File: config.mk
export PLATFORM = sky130hd
export DESIGN_NAME = dma_dimn
export DESIGN_NICKNAME = d
export VERILOG_FILES = /design/src/rtl/dma_dimn.sv
export SDC_FILE = /design/constraint.sdc
export NUM_CORES = 1
export LEC_CHECK = 0
export CORE_MARGIN = 2
export CORE_UTILIZATION = 49
export DETAILED_ROUTE_END_ITERATION = 6
export PLACE_DENSITY = 0.76
export RECOVER_POWER = 25
export SETUP_SLACK_MARGIN = 0.5
export SYNTH_ARGS = -nofsm -noshare
export SYNTH_HDL_FRONTEND = slang
export SYNTH_SLANG_ARGS = --single-unit
File: constraint.sdc
create_clock -name clk -period 6.15 [get_ports clk]
set_clock_uncertainty 0.2 [all_clocks]
set_input_delay 1.845 -clock clk [delete_from_list [all_inputs] [get_ports clk]]
set_output_delay 1.845 -clock clk [all_outputs]
set_load 0.03 [all_outputs]
File: src/rtl/dma_dimn.sv
// -----------------------------------------------------------------------------
// dma_dimn : N-dimensional DMA address generator.
//
// Accepts one descriptor (base, per-dimension size and signed step) through a
// valid/ready start handshake. It then streams one address per accepted beat,
// with dimension 0 innermost. Each beat carries first/last markers and a
// per-dimension "last" vector for downstream framing.
//
// Ports
//   clk, rst      clock / asynchronous active-high reset
//   base          start address
//   dim_size      size of dim d at [d*SW +: SW]; 0 is treated as 1
//   dim_step      signed step of dim d at [d*STW +: STW]
//   start_valid   descriptor valid
//   start_ready   descriptor accepted on start_valid & start_ready
//   abort         terminate the current transfer (ignored when idle)
//   busy          transfer in progress
//   s_addr        current beat address
//   s_first       first beat of the transfer
//   s_last        final beat of the transfer
//   s_dim_last    bit d: dims 0..d all at their final index
//   s_valid       beat valid
//   s_ready       beat accepted on s_valid & s_ready
// -----------------------------------------------------------------------------
module dma_dimn #(
    parameter int AW   = 11,
    parameter int NDIM = 3,
    parameter int SW   = 4,
    parameter int STW  = 4
) (
    input  logic                  clk,
    input  logic                  rst,
    input  logic [AW-1:0]         base,
    input  logic [NDIM*SW-1:0]    dim_size,
    input  logic [NDIM*STW-1:0]   dim_step,
    input  logic                  start_valid,
    output logic                  start_ready,
    input  logic                  abort,
    output logic                  busy,
    output logic [AW-1:0]         s_addr,
    output logic                  s_first,
    output logic                  s_last,
    output logic [NDIM-1:0]       s_dim_last,
    output logic                  s_valid,
    input  logic                  s_ready
);

    typedef enum logic {IDLE = 1'b0, RUN = 1'b1} state_t;

    state_t              state_q, state_d;
    logic [SW-1:0]       idx_q  [NDIM];
    logic [SW-1:0]       idx_d  [NDIM];
    logic [SW-1:0]       lim_q  [NDIM];   // final index of each dim (size-1, size 0 read as 1)
    logic [SW-1:0]       lim_d  [NDIM];
    logic [AW-1:0]       step_q [NDIM];   // step sign-extended to address width
    logic [AW-1:0]       step_d [NDIM];
    // rb_q[d] is the current address with dims 0..d-1 at index 0; rb_q[0] is the beat address.
    logic [AW-1:0]       rb_q   [NDIM];
    logic [AW-1:0]       rb_d   [NDIM];
    logic                first_q, first_d;
    logic                last_q, last_d;
    logic [NDIM-1:0]     dlast_q, dlast_d;

    logic                carry_found;
    int                  k_sel;
    logic [AW-1:0]       nxt_addr;
    logic                upd;
    logic                fin_acc;

    // NOTE: every variable assigned in this block gets a default first, so no
    // path leaves it unassigned and no latch is inferred.
    always_comb begin
        state_d     = state_q;
        idx_d       = idx_q;
        lim_d       = lim_q;
        step_d      = step_q;
        rb_d        = rb_q;
        first_d     = first_q;
        last_d      = last_q;
        dlast_d     = dlast_q;
        upd         = 1'b0;
        carry_found = 1'b0;
        k_sel       = 0;
        fin_acc     = 1'b1;

        // Lowest dimension that is not yet at its final index is the one to advance.
        for (int d = 0; d < NDIM; d++) begin
            if (!carry_found && (idx_q[d] != lim_q[d])) begin
                carry_found = 1'b1;
                k_sel       = d;
            end
        end
        nxt_addr = rb_q[k_sel] + step_q[k_sel];

        case (state_q)
            IDLE: begin
                if (start_valid) begin
                    for (int d = 0; d < NDIM; d++) begin
                        idx_d[d]  = '0;
                        lim_d[d]  = (dim_size[d*SW +: SW] == '0) ? '0
                                                                 : dim_size[d*SW +: SW] - 1'b1;
                        step_d[d] = {{(AW-STW){dim_step[d*STW+STW-1]}}, dim_step[d*STW +: STW]};
                        rb_d[d]   = base;
                    end
                    upd     = 1'b1;
                    state_d = RUN;
                end
            end
            RUN: begin
                // A beat accepted together with abort still counts; nothing follows it.
                if (abort || (s_ready && last_q)) begin
                    state_d = IDLE;
                end else if (s_ready && carry_found) begin
                    // Carry: lower dims restart at 0, and their row-bases take the new address.
                    for (int d = 0; d < NDIM; d++) begin
                        if (d < k_sel) begin
                            idx_d[d] = '0;
                            rb_d[d]  = nxt_addr;
                        end else if (d == k_sel) begin
                            idx_d[d] = idx_q[d] + 1'b1;
                            rb_d[d]  = nxt_addr;
                        end
                    end
                    upd = 1'b1;
                end
            end
            default: state_d = IDLE;
        endcase

        // Beat flags are derived from the indices of the beat about to be presented.
        if (upd) begin
            first_d = 1'b1;
            for (int d = 0; d < NDIM; d++) begin
                if (idx_d[d] != '0) first_d = 1'b0;
                fin_acc    = fin_acc & (idx_d[d] == lim_d[d]);
                dlast_d[d] = fin_acc;
            end
            last_d = dlast_d[NDIM-1];
        end
    end

    // NOTE: sequential state uses non-blocking assignments only, so every flop
    // samples the pre-edge value of every other flop.
    // NOTE: the per-dimension arrays are small register files, not RAM, so they
    // are reset like any other flop to give defined outputs out of reset.
    always_ff @(posedge clk or posedge rst) begin
        if (rst) begin
            state_q <= IDLE;
            for (int d = 0; d < NDIM; d++) begin
                idx_q[d]  <= '0;
                lim_q[d]  <= '0;
                step_q[d] <= '0;
                rb_q[d]   <= '0;
            end
            first_q <= 1'b0;
            last_q  <= 1'b0;
            dlast_q <= '0;
        end else begin
            state_q <= state_d;
            idx_q   <= idx_d;
            lim_q   <= lim_d;
            step_q  <= step_d;
            rb_q    <= rb_d;
            first_q <= first_d;
            last_q  <= last_d;
            dlast_q <= dlast_d;
        end
    end

    assign start_ready = (state_q == IDLE);
    assign busy        = (state_q == RUN);
    assign s_valid     = (state_q == RUN);
    assign s_addr      = rb_q[0];
    assign s_first     = first_q;
    assign s_last      = last_q;
    assign s_dim_last  = dlast_q;

endmodule
* Word level (Yosys, flattened, before mapping)
Index checks and enable logic that the tools add are counted.
Word-level totals: logic and storage cells 108, bits of input ports 40, bits in registers 75
Cells by class: $add $sub $neg 7, $lt $le $gt $ge 4, bitwise operators 4, equal/unequal tests 14, mux-type cells 45, reductions and logical operators 18
Operator list (count):
- two-way mux 11 bit | 10
- two-way mux 33 bit | 3
- one-hot mux 33 bit (2 select lines) | 1
- two-way mux 12 bit | 5
- binary-select mux 11 bit (select 2 bit) | 2
- two-way mux 4 bit | 9
- equality test 2 x 32 -> 1 bit (first input constant) | 1
- equality test 3 x 32 -> 1 bit (first input constant) | 1
- greater-or-equal comparator 32 x 3 -> 1 bit (second input constant) | 1
- logical NOT 32 bit | 1
- less-than comparator 1 x 32 -> 1 bit (first input constant) | 1
- less-than comparator 2 x 32 -> 1 bit (first input constant) | 1
- less-than comparator 3 x 32 -> 1 bit (first input constant) | 1
- NOT 32 bit | 1
- one-hot mux 12 bit (2 select lines) | 1
- adder 4 x 1 -> 4 bit (second input constant) | 3
- equality test 4 bit | 3
- logical NOT 4 bit | 3
- != test 4 bit | 3
- AND reduction 4 bit | 3
- nonzero test 4 bit | 3
- subtractor 4 x 1 -> 4 bit (second input constant) | 3
- adder 11 bit | 1
- two-way mux 1 bit | 11
- 11 further kinds | 20

* Longest topological paths before layout
Gate-level depths: netlist of the first run.
word-level depth 18, depth in mapped cells 20, gate-level depth less buffers 16

* Least setup slack after synthesis of the first run
OpenSTA, ideal clock, no wires.
path type register -> register, start point register idx_q[10] (netlist bit), end point register rb_q, in the netlist s_addr[9], slack 1.801 ns, required time 5.822 ns, data arrival time 4.022 ns, cell stages (with the launch flop) 18, cells stage by stage dfrtp_1 > xor2_1 > or4_1 > buf_6 > nor2_8 > buf_8 > buf_2 > mux2i_1 > a21oi_1 > ha_1 > a21o_1 > a21oi_1 > o21ai_1 > a2111oi_0 > o31ai_1 > xor2_1 > mux2_2 > mux2_1
Between the ends: word-level cells in the longest chain between the ends 18, elaborated cells on any way between the ends 29, those cells by class 1 x add/sub; 1 x order compare; 3 x eq/ne; 16 x mux; 1 x bitwise; 7 x reduce/logical
RTL lines:
- from (decl) | line 51 | logic [SW-1:0] idx_q [NDIM];
- from (signal assigned) | line 160 | idx_q <= idx_d;
- != test 4 bit * | line 88 | if (!carry_found && (idx_q[d] != lim_q[d])) begin
- two-way mux 1 bit * | line 88
- logical NOT 1 bit | line 88
- logical AND 1 bit | line 88
- two-way mux 1 bit | line 88
- logical NOT 1 bit | line 88
- logical AND 1 bit | line 88
- two-way mux 2 bit | line 88
- NOT 32 bit (implied by the code) | line 93 | nxt_addr = rb_q[k_sel] + step_q[k_sel];
- binary-select mux 11 bit (select 2 bit) | line 93
- two-way mux 11 bit (implied by the code) (2 in a row) | line 93
- adder 11 bit | line 93
- two-way mux 11 bit | line 119 | end else if (d == k_sel) begin
- two-way mux 11 bit | line 116 | if (d < k_sel) begin
- two-way mux 33 bit | line 113 | end else if (s_ready && carry_found) begin
- two-way mux 33 bit | line 111 | if (abort || (s_ready && last_q)) begin
- one-hot mux 33 bit (2 select lines) | line 95 | case (state_q)
- to (signal assigned) | line 163 | rb_q <= rb_d;
- to (decl) | line 58 | logic [AW-1:0] rb_q [NDIM];
Every way passes the cells marked *; elsewhere a longest branch is shown, timed or not. The select of a mux whose other input is x is not followed. A chain may end at the register's enable or synchronous reset.

* Worst setup path after layout of the first run
Ends and elaborated chain as after synthesis.

==> results of run 1 <==
==> layout make-up <==
| type | instances | area, um2 | area share |
|---|---|---|---|
| well taps | 111 | 139 | 0.0261 |
| flip-flops and latches | 74 | 1850 | 0.347 |
| repair buffers | 67 | 648 | 0.122 |
| clock inverters | 3 | 45.0 | 0.00845 |
| clock buffers | 13 | 179 | 0.0336 |
| multi-input cells | 379 | 2410 | 0.452 |
| inverters | 16 | 60.1 | 0.0113 |
==> flip-flops by register name (all words and copies together) (netlist names) <==
| name | flops |
|---|---|
| s_addr | 11 |
| lim_q | 12 |
| s_first | 1 |
| rb_q | 22 |
| s_last | 1 |
| busy | 1 |
| step_q | 12 |
| s_dim_last | 2 |
| idx_q | 12 |
==> layer usage <==
metal / vias to the layer above / part of all wire / track usage
met1: 1812 / 0.45 / 0.314
li1: 1830 / - / -
met3: 28 / 0.052 / 0.0474
met5: - / 0 / 0
met2: 126 / 0.48 / 0.368
met4: 0 / 0.016 / 0.0695
==> placed cells by master (no fill, tap or decap), types with 2 or more instances in the layout <==
master and count:
nor2b_1 6, or4_1 4, ha_1 13, o21ai_0 14, clkinvlp_4 2, xnor2_1 18, and3_1 3, nor4b_1 2
mux2_1 3, a21o_1 3, a31oi_1 8, nand3_1 12, mux2_2 12, mux2i_1 24, nand4_1 5, o31ai_1 5
buf_4 9, and2_1 2, clkdlybuf4s50_1 57, inv_1 13, xor2_1 11, nor3_1 13, dfrtp_1 74, nand2_1 71
and4_1 3, inv_2 3, a21oi_1 48, nor2_1 54, clkbuf_8 13, nor4_1 2, o21ai_1 13, or2_2 2
==> cell families (layout without fill, tap and decap cells) <==
family,count (synthesis),count (layout),synth area share
DFF,74,74,0.407
AOI/OAI and AO/OA,104,104,0.134
muxes,40,40,0.0950
adders and majority gates,14,14,0.0402
and+or+nand+nor,192,192,0.205
buffers and inverters,54,99,0.0628
xor gates and xnor gates,29,29,0.0559
==> worst paths after layout <==
check / start / to / slack, ns / cells past startpoint
worst min register to register: step_q[1]$_DFFE_PP0P_ / step_q[1]$_DFFE_PP0P_ / 0.28 / 2
max in group asynchronous: rst / idx_q[4]$_DFF_PP0_ / 2.22 / 3
min in group asynchronous: rst / busy$_DFF_PP0_ / 2.31 / 2
worst max-delay path: idx_q[10]$_DFF_PP0_ / s_addr[9]$_DFFE_PP0P_ / 1.06 / 13
worst max register to register: idx_q[10]$_DFF_PP0_ / s_addr[9]$_DFFE_PP0P_ / 1.06 / 13
worst min-delay path: step_q[1]$_DFFE_PP0P_ / step_q[1]$_DFFE_PP0P_ / 0.28 / 2
==> power breakdown <==
part           switching [mW]  leakage [nW]  internal, mW  total, mW
clock                   0.182         0.108         0.232      0.414
sequential              0.104         0.902         0.637      0.741
combinational           0.620          1.30         0.493       1.11
==> Yosys cell counts (4+ instances only) <==
| cell type | number |
|---|---|
| dfrtp_1 | 74 |
| xor2_1 | 11 |
| nor2b_1 | 6 |
| o21ai_0 | 14 |
| buf_4 | 15 |
| inv_1 | 13 |
| a31oi_1 | 8 |
| o31ai_1 | 5 |
| nor3_1 | 13 |
| ha_1 | 13 |
| clkbuf_1 | 13 |
| o21ai_1 | 13 |
| buf_2 | 6 |
| mux2_2 | 12 |
| nand3_1 | 12 |
| a21oi_1 | 48 |
| nor2_1 | 54 |
| xnor2_1 | 18 |
| nand2_1 | 71 |
| nand4_1 | 5 |
| or4_1 | 4 |
| mux2i_1 | 24 |
==> worst reg2reg max path: cells and delay by family, from the launching register on <==
| kind | cells | cell delay, ns |
|---|---|---|
| compound gates | 4 | 1.52 |
| simple gates | 2 | 1.26 |
| fa+ha+maj | 1 | 0.37 |
| buf+inv | 1 | 0.09 |
| flops | 1 | 0.44 |
| mux | 3 | 0.74 |
| xor+xnor | 2 | 0.37 |
==> metrics.txt, run 1 <==
status=finished, violations left; failing checks=capacitance limit, slew limit; # port buffers=between 50 and 60; Post-synth EDFFs=0; Avg WL per Cell=16.4 um; overall routing resource usage=0.229; n_diodes=0; Yosys cell types=62; total power=2.27 mW; vias in the first global route=approximately 3700; top_reg_cell synth=dfrtp_1; post-synthesis async set-or-reset flop share=1.00; Yosys reg bits=74; DR vias/cell=5.73; placed cell areas=5110 um2; Fin Setup TNS=0 ns; Synth Cell Area=4540 um2; power per cell area=426 nW/um2; CTS tree=yes; most frequent CP cell=xor2_1; width of the die=between 100 and 150 um; Post-CTS Setup Inserts=0; Crit path largest cell delay=just under 0.8 ns; initial core utilization=0.499; DRC=0; Fin Hold WS=approximately 0.28 ns; final hold vios=0; Leak=about 2.3 nW; Placeable Area=~9100 um2; CTS Root Cell=clkbuf_8; Finished Core Util=0.585; Crit-path slowest cell=or4_1; # placed instances=between 600 and 700; worst skew pair latency=~0.35 ns; CP Launch Type=register; drt pass-1 iters=5; Routed Antenna Nets=0; grt ovf=0; via count of the routed design=~3800; Tmin final=roughly 5 ns; Post-Syn Nets=~560; clk slew on worst S/H paths=approximately 0.080 ns; crit path max fanout=20; Initial DRC Count=214; first-pass GRT wire length=approximately 18000 um; Top delay family on crit path=compound AO/OA/AOI/OAI gates; fin cells=663; Worst EP required=around 6 ns; yosys warns=0; synthesized instance count=between 500 and 600; total CTS buffers=9; mean post-synth cell area=~9 um2; die area=between 10000 and 15000 um2; Critical Path AT=approximately 5.1 ns; initial antenna violation count=0; clock buffer depth=2; Worst Setup Slack, final=1.06 ns; post-place setup slack=about 0.95 ns; hold_buf cts=0; worst hold-check path type=register to register; Peak VDD IR=around 0.18 mV; final max-slew violation count=48; worst path cell trace=xor2_1, or4_1, nor2_8, mux2i_1, a21oi_1, ha_1, inv_1, o21ai_1, a2111oi_0, o31ai_1, xor2_1, mux2_2, mux2_1; max_cap viols=1; crit share post-route=0.827; Rows=35; worst-margin pin slew=around 1.8 ns; TritonCTS Sinks=between 70 and 80; Seq/Total Area, Yosys=0.407; CTS H-tree depth=3; post-route cell area=approximately 5300 um2; post-synth top area share=0.407; worst rel slew slack=-0.204; critical path buffer and inverter count=1; fill cell count=roughly 810; num ports=59; routed wire length=roughly 11000 um; layout cells sized above 1=0.0906; Die Height=100 um; Post-DP HPWL=7680 um; category of the worst setup path capture point=register; unrepaired setup endpoints after global routing=no; largest net degree at the start of global routing=48; largest cells by area after synthesis=dfrtp_1 (41%), nand2_1 (5.9%), a21oi_1 (5.3%); crit path kind=register to register; maximum clock rate=approximately 200 MHz; Area Overhead vs Synth=17.3%; final setup fails=0; Total Nets Final=approximately 600; largest area contributor in the synthesized netlist=dfrtp_1; Final GP Congestion=0.892; cts repair resizes=0
Note: power is estimated with default switching activity, not from simulation.
==> inputs of run 2 (changes only) <==
==> constraint.sdc (replaced) <==
create_clock -name clk -period 5.2 [get_ports clk]
set_clock_uncertainty 0.2 [all_clocks]
set_input_delay 1.56 -clock clk [delete_from_list [all_inputs] [get_ports clk]]
set_output_delay 1.56 -clock clk [all_outputs]
set_load 0.03 [all_outputs]
==> metrics.txt, run 2 (synthesis gave the netlist of run 1 again) <==
CP Launch Type=register; M1 wire length=4920 um; Routed Antenna Nets=0; maximum clock rate=226 MHz; Avg WL per Cell=16.2 um; worst-margin pin slew=roughly 1.2 ns; Crit. path cell count=14; final max-slew violation count=0; critical path buffer and inverter count=0; Post-DP HPWL=~8000 um; via count of the routed design=around 3800; layout cells sized above 1=0.102; R2R depth=14; worst hold path depth=2; worst rel slew slack=0.181; CTS H-tree depth=3; DRC=0; worst hold-check path type=register to register; num ports=59; vias in the first global route=3727; Area Overhead vs Synth=17.8%; final setup fails=0; first-pass GRT wire length=18100 um; width of the die=100 um; max_cap viols=0; Final GP Congestion=roughly 0.94; die area=about 10000 um2; grt ovf=0; worst skew pair latency=0.34 ns; # port buffers=between 50 and 60; Rows=35; routed wire length=between 10000 and 15000 um; CTS tree=yes; Top delay family on crit path=compound AO/OA/AOI/OAI gates; initial core utilization=0.499; most frequent cells in the layout=dfrtp_1 (74), nand2_1 (71), clkdlybuf4s50_1 (57); total power=2.67 mW; Worst Setup Slack, final=0.784 ns; Tmin final=between 4 and 5 ns; crit path kind=register to register; number of flip-flops in the largest register=22; overall routing resource usage=0.225; crit share post-route=0.849; n_diodes=0; post-place setup slack=roughly 0.3 ns; Worst EP required=~5.2 ns; Die Height=~100 um; Total Nets Final=around 610; final hold vios=0; worst path cell trace=xor2_1, or4_4, nor2_8, mux2i_1, a21oi_1, ha_1, a21o_1, a21oi_1, o21ai_1, a2111oi_2, o31ai_1, xor2_1, mux2_2, mux2_1; Largest Register=rb_q; hold_buf cts=0; initial antenna violation count=0; Initial DRC Count=around 240; DR vias/cell=between 5 and 6; Fin Setup TNS=0 ns; clk slew on worst S/H paths=roughly 0.080 ns; drt pass-1 iters=5; Crit-path slowest cell=or4_4; Crit path largest cell delay=roughly 0.64 ns; most common cell after layout, fill and taps aside=dfrtp_1; Critical Path AT=4.45 ns; TritonCTS Sinks=74; max layer used=met4; power per cell area=~500 nW/um2; total CTS buffers=9; Placeable Area=a little over 9000 um2; CTS Root Cell=clkbuf_8; largest net degree at the start of global routing=30; DR WL met3=slightly below 700 um; crit path max fanout=11; Post-CTS Setup Inserts=0; met2 wire len=5050 um; category of the worst setup path capture point=register; Peak VDD IR=about 0.23 mV; Leak=2.33 nW; status=complete, no violations; unrepaired setup endpoints after global routing=no; clock buffer depth=2
## run 2: changes by cell type in the layout (fill, tap and decap cells not counted), sizes merged
cell,previous run,this run
buf,9,13
clkbuf,13,12
clkinv,0,4
clkinvlp,2,0
## run 2: power by group
group | switching (mW) | internal (mW)
logic | 0.738 | 0.598
registers | 0.131 | 0.753
clock network | 0.213 | 0.233
total | 1.08 | 1.58
## run 2: repair_timing
item                                    in CTS  in global routing
resized for setup                            3                  2
endpoints found under the setup margin       3                 10
pin swaps                                    0                  0
## run 2: layout make-up
type	count	area, um2
Clock buffer	11	141
Sequential cell	74	1850
Inverter	16	60.1
Clock inverter	5	53.8
Multi-Input combinational cell	379	2430
Tap cell	111	139
Timing Repair Buffer	72	682
Fill cell	809	3750
## run 2: stage by stage
| step | utilization | hold slack [ns] | std cells | cell area (um2) |
|---|---|---|---|---|
| 2_1_floorplan | - | 0.245 | 507 | 4540 |
| 3_3_place_gp | 0.565 | 0.258 | 652 | 5140 |
| 3_5_place_dp | 0.565 | 0.263 | 652 | 5140 |
| 4_1_cts | 0.587 | 0.283 | 668 | 5350 |
| 5_1_grt | 0.588 | 0.299 | 668 | 5350 |
| 6_report | 0.588 | 0.282 | 668 | 5350 |
## run 2: path summary, 6_finish.rpt
path / startpoint / end / slack, ns
max in group asynchronous: rst / rb_q[15]$_DFFE_PP0P_ / 1.38
setup reg to reg: idx_q[10]$_DFF_PP0_ / s_addr[9]$_DFFE_PP0P_ / 0.78
min in group asynchronous: rst / lim_q[9]$_DFF_PP0_ / 1.74
hold / removal: s_dim_last[1]$_DFFE_PP0P_ / s_dim_last[1]$_DFFE_PP0P_ / 0.28
hold reg to reg: s_dim_last[1]$_DFFE_PP0P_ / s_dim_last[1]$_DFFE_PP0P_ / 0.28
setup / recovery: idx_q[10]$_DFF_PP0_ / s_addr[9]$_DFFE_PP0P_ / 0.78
## run 2: per-layer routing
metal  vias to the layer above  global-route usage
li1                       1833                   -
met1                      1819               0.307
met2                       116               0.366
met3                        23              0.0446
met4                         0              0.0664
met5                         -                   0
## run 2: worst reg2reg max path: cells and delay by family (launching register included)
family,cells,cell delay (ns)
AO/OA/AOI/OAI,6,1.25
XOR/XNOR,2,0.35
adder cells (fa/ha/maj),1,0.32
flip-flops,1,0.43
multiplexers,3,0.82
AND/OR/NAND/NOR,2,0.94
==> inputs of run 3 (changes only) <==
--- a/config.mk
+++ b/config.mk
@@ -8,7 +8,7 @@
 export CORE_MARGIN = 2
 export CORE_UTILIZATION = 49
 export DETAILED_ROUTE_END_ITERATION = 6
-export PLACE_DENSITY = 0.76
+export PLACE_DENSITY = 0.79
 export RECOVER_POWER = 25
 export SETUP_SLACK_MARGIN = 0.5
 export SYNTH_ARGS = -nofsm -noshare
==> constraint.sdc (replaced) <==
create_clock -name clk -period 3.7 [get_ports clk]
set_clock_uncertainty 0.2 [all_clocks]
set_input_delay 1.11 -clock clk [delete_from_list [all_inputs] [get_ports clk]]
set_output_delay 1.11 -clock clk [all_outputs]
set_load 0.03 [all_outputs]
==> metrics.txt, run 3 (synthesis gave the netlist of run 1 again) <==
status=finished, violations left; failing checks=setup timing; final setup fails=15; Peak VDD IR=around 0.34 mV; vias in the first global route=about 4400; # placed instances=between 700 and 800; Area Overhead vs Synth=37.4%; Rows=35; Worst Setup Slack, final=-0.294 ns; number of flip-flops in the largest register=22; crit path to=rb_q[9]$_DFFE_PP0P_; CTS tree=yes; Post-DP HPWL=just under 9000 um; initial antenna violation count=0; routed wire length=~13000 um; DR vias/cell=5.57; category of the worst setup path capture point=register; fin cells=between 700 and 800; max_cap viols=0; fill cell count=between 600 and 700; largest net degree at the start of global routing=29; Finished Core Util=0.686; grt ovf=0; Total Nets Final=~690; unrepaired setup endpoints after global routing=yes; Routed Antenna Nets=0; Initial DRC Count=around 290; Final GP Congestion=between 0.9 and 1; clock buffer depth=2; Largest Register=rb_q; drt pass-1 iters=4; maximum clock rate=between 200 and 300 MHz; Leak=2.84 nW; worst rel slew slack=0.472; CTS H-tree depth=3; width of the die=100 um; Tmin final=between 3 and 4 ns; worst hold-check path type=register to register; TritonCTS Sinks=74; R2R depth=14; layout cells sized above 1=0.295; Placeable Area=just over 9000 um2; CTS Root Cell=clkbuf_8; crit path max fanout=7; via count of the routed design=~4200; overall routing resource usage=0.260; internal reg-to-reg setup slack=-0.29 ns; hold_buf cts=0; first-pass GRT wire length=about 21000 um; CP Launch Type=register; most frequent cells in the layout=buf_4 (89), dfrtp_1 (74), nand2_1 (71); # port buffers=between 50 and 60; launching point of the worst reg2reg path=lim_q[9]$_DFF_PP0_; initial core utilization=0.499; final max-slew violation count=0; most common cell after layout, fill and taps aside=buf_4; worst hold path depth=2; Critical Path AT=~4.1 ns; die area=slightly above 10000 um2; Avg WL per Cell=between 15 and 20 um; total CTS buffers=9; worst r2r dst=rb_q[9]$_DFFE_PP0P_; crit share post-route=1.08; worst-margin pin slew=0.791 ns; num ports=just under 60; worst skew pair latency=between 0.3 and 0.4 ns; final hold vios=0; crit path kind=register to register; DRC=0; clk slew on worst S/H paths=around 0.080 ns; n_diodes=0; Critical path origin=lim_q[9]$_DFF_PP0_; Worst EP required=~3.8 ns; power per cell area=about 740 nW/um2; Die Height=between 100 and 150 um
-- run 3: cell type report --
cell class              instances  area, um2  area share
clock buffers                  10        128      0.0204
clock inverters                 5       56.3     0.00901
inverters                      16       60.1     0.00962
multi-input cells             379       2710       0.434
flip-flops and latches         74       1850       0.296
well taps                     111        139      0.0222
repair buffers                153       1300       0.209
-- run 3: how the worst min path moves through the flow --
stage,endpoint,from,slack [ns]
after global placement,step_q[11]$_DFFE_PP0P_,step_q[11]$_DFFE_PP0P_,0.26
after detailed placement,step_q[13]$_DFFE_PP0P_,step_q[13]$_DFFE_PP0P_,0.26
after global routing,s_dim_last[0]$_DFFE_PP0P_,s_dim_last[0]$_DFFE_PP0P_,0.31
after floorplan,step_q[22]$_DFFE_PP0P_,step_q[22]$_DFFE_PP0P_,0.24
final,step_q[13]$_DFFE_PP0P_,step_q[13]$_DFFE_PP0P_,0.29
after CTS,step_q[13]$_DFFE_PP0P_,step_q[13]$_DFFE_PP0P_,0.29
-- run 3: timing repair --
action,CTS,global route
hold endpoints to repair,0,0
gates resized for setup,35,25
pin swaps,16,25
endpoints found under the setup margin,30,30
buffers inserted,8,11
-- run 3: through the flow --
| stage | power, mW | hold slack, ns | instance area, um2 | setup TNS, ns | setup WS, ns |
|---|---|---|---|---|---|
| floorplan | 2.77 | 0.245 | 4620 | -1.39 | -0.227 |
| global placement | 3.35 | 0.262 | 5680 | -2.16 | -0.258 |
| detailed placement | 3.44 | 0.263 | 5680 | -3.24 | -0.316 |
| CTS | 4.35 | 0.287 | 6080 | -1.04 | -0.184 |
| global route | 4.88 | 0.314 | 6250 | -5.45 | -0.414 |
| finish | 4.61 | 0.290 | 6250 | -2.88 | -0.294 |
-- run 3: where the power goes --
| part | switching (mW) | internal [mW] | total (mW) |
|---|---|---|---|
| combinational | 1.38 | 1.39 | 2.77 |
| clock | 0.308 | 0.306 | 0.614 |
| sequential | 0.170 | 1.06 | 1.23 |
| total | 1.86 | 2.75 | 4.61 |
-- run 3: routing by layer --
metal	share of wire	vias up	global-route usage
met5	0	-	0
met4	0.022	0	0.0927
met3	0.049	25	0.0446
met2	0.50	127	0.432
met1	0.43	2007	0.342
li1	-	2011	-
-- run 3: critical path, stage by stage, from the launching register on --
cell and delay, ns:
dfrtp_1 0.40, xor2_1 0.18, or4_4 0.59, nor2_8 0.17, mux2i_1 0.25, a21oi_2 0.09
ha_1 0.30, a21o_1 0.20, a21oi_2 0.20, o21ai_2 0.11, a2111oi_4 0.42, o31ai_2 0.10
xor2_1 0.15, mux2_4 0.28, mux2_4 0.26
==> RTL edit (settings of run 2) <==
Make the reset (`rst`) synchronous in one clocked block. Comments in the files are not updated.
--- a/src/rtl/dma_dimn.sv
+++ b/src/rtl/dma_dimn.sv
@@ -143,7 +143,7 @@
     // samples the pre-edge value of every other flop.
     // NOTE: the per-dimension arrays are small register files, not RAM, so they
     // are reset like any other flop to give defined outputs out of reset.
-    always_ff @(posedge clk or posedge rst) begin
+    always_ff @(posedge clk) begin
         if (rst) begin
             state_q <= IDLE;
             for (int d = 0; d < NDIM; d++) begin
Behaviour: differs if rst is asserted again (counterexample within 4 cycles, from zero or initial values and one cycle with rst high); with rst held inactive, the same outputs for 4 cycles.
==> RTL edit against run 2 <==
Synthesized cell count increased by 7.1%. Wire length increased by 2.3%. Setup slack improved by 0.070 ns. Sequential cell count unchanged. Synthesized area decreased by 3.9%. Final area decreased by 4.7%. Largest cell class unchanged.
Power is not compared: it rests on default switching activity, and its combinational part moved more than twofold at a synthesized area within 25%.
==> RTL edit: results (changes against run 2) <==
[detailed_routing]
drt-initial-drc-count = 295  ; was 238

[setup_path]
critPathArrivalTime_ns = 4.44  ; was 4.45 ns
path_max_fanout = 10  ; was 11
startpoint = idx_q[6]$_SDFF_PP0_  ; was idx_q[10]$_DFF_PP0_
rrSetupSlack_ns = 0.85  ; was 0.78 ns

[yosys]
async_reset_ff_share_pct = 0  ; was 100%
synth.yosys.seq_area_share_pct = 33.9  ; was 40.7%
synth_common_cells = nor2_1 (84), dfxtp_1 (74), a21oi_1 (56)  ; was dfrtp_1 (74), nand2_1 (71), nor2_1 (54)
avgSynthCellArea_um2 = 8.04  ; was 8.96 um^2
synth.area.top_cells = dfxtp_1 (34%), nor2_1 (7.2%), a21oi_1 (6.4%)  ; was dfrtp_1 (41%), nand2_1 (5.9%), a21oi_1 (5.3%)

[finish]
clk_share_pct = 3.09  ; was 3.65%
regArea_um2 = 1480  ; was 1850 um^2
fin_cells = 690  ; was 668
nNonClkBuffers = 69  ; was 72
buffer_area_share_pct = 12.8  ; was 12.7%
multi_input_area_share_pct = 51.6  ; was 45.3%
nMultiInputCombCells = 415  ; was 379
n_fill_cell = 802  ; was 809
drive_gt1_share_pct = 7.90  ; was 10.2%
fin_util_pct = 58.8  ; about the same
num-clock-buffers = 10  ; was 11

[outcome]
status = finished, final reports clean  ; unchanged

[global_routing]
grt_use_met3_pct = 4.58  ; was 4.46%
groute.layer.met1.usage_pct = 31.1  ; was 30.7%
grt_pass1_vias = 3919  ; was 3727
track_usage_pct = 23.5  ; was 22.5%

[hold_path]
hold_end = step_q[24]$_SDFFE_PP0P_  ; was s_dim_last[1]$_DFFE_PP0P_
hp-start = step_q[24]$_SDFFE_PP0P_  ; was s_dim_last[1]$_DFFE_PP0P_

[placed_design]
place_hpwl_mm = 8.01  ; was 7.96 mm
pre_cts_ws_ns = 0.616  ; was 0.299 ns

[timing]
fin_crit_sh_pct = 83.6  ; was 84.9%
tightest_slew_ns = 0.906  ; was 1.23 ns

[clock_network]
cts_resized = 0  ; was 3

==> RTL edit: cell types whose count changed in the layout (fill, tap and decap cells not counted), moves of 12 or more <==
| cell | run 2 | this run |
|---|---|---|
| nor2_1 | 54 | 84 |
| nand2_1 | 71 | 50 |
| o21ai_1 | 13 | 1 |
| clkdlybuf4s50_1 | 57 | 45 |
| dfrtp_1 | 74 | 0 |
| dfxtp_1 | 0 | 74 |
| a211oi_1 | 0 | 33 |
==> RTL edit: power by group through the flow <==
stage	clock network (mW)	logic [mW]	registers (mW)
finish	0.385	0.525	0.637
global route	0.418	0.579	0.641
CTS	0.391	0.525	0.637
detailed placement	0	0.522	0.650
global placement	0	0.503	0.648
floorplan	0	0.386	0.647
==> RTL edit: critical path, cell delays in order, from the launching register on <==
cell      delay, ns
dfxtp_1        0.49
xnor2_1        0.14
and4_2         0.34
nor2_2         0.32
buf_4          0.29
mux2i_1        0.10
a21oi_1        0.15
ha_1           0.20
inv_1          0.06
fa_1           0.37
nor2b_1        0.15
o21ai_0        0.16
a21o_1         0.23
a31oi_1        0.25
a31oi_1        0.16
xnor2_1        0.16
a211oi_2       0.35
a21o_1         0.16
==> RTL edit: kinds of logic (layout without fill, tap and decap cells) <==
group           after synthesis  after routing  share of synthesized area, %
buf+inv                      54             93                          5.88
fa+ha+maj                    14             14                          4.18
xor+xnor                     30             30                          6.19
mux                          22             22                          5.13
compound gates              148            148                          21.7
simple gates                201            201                          23.0
flops                        74             74                          33.9
==> RTL edit: layer usage <==
layer / vias to the layer above / wire length (um)
li1: 2001 / -
met1: 1896 / 4970
met2: 140 / 5220
met3: 25 / 617
met4: 0 / 286
met5: - / 0
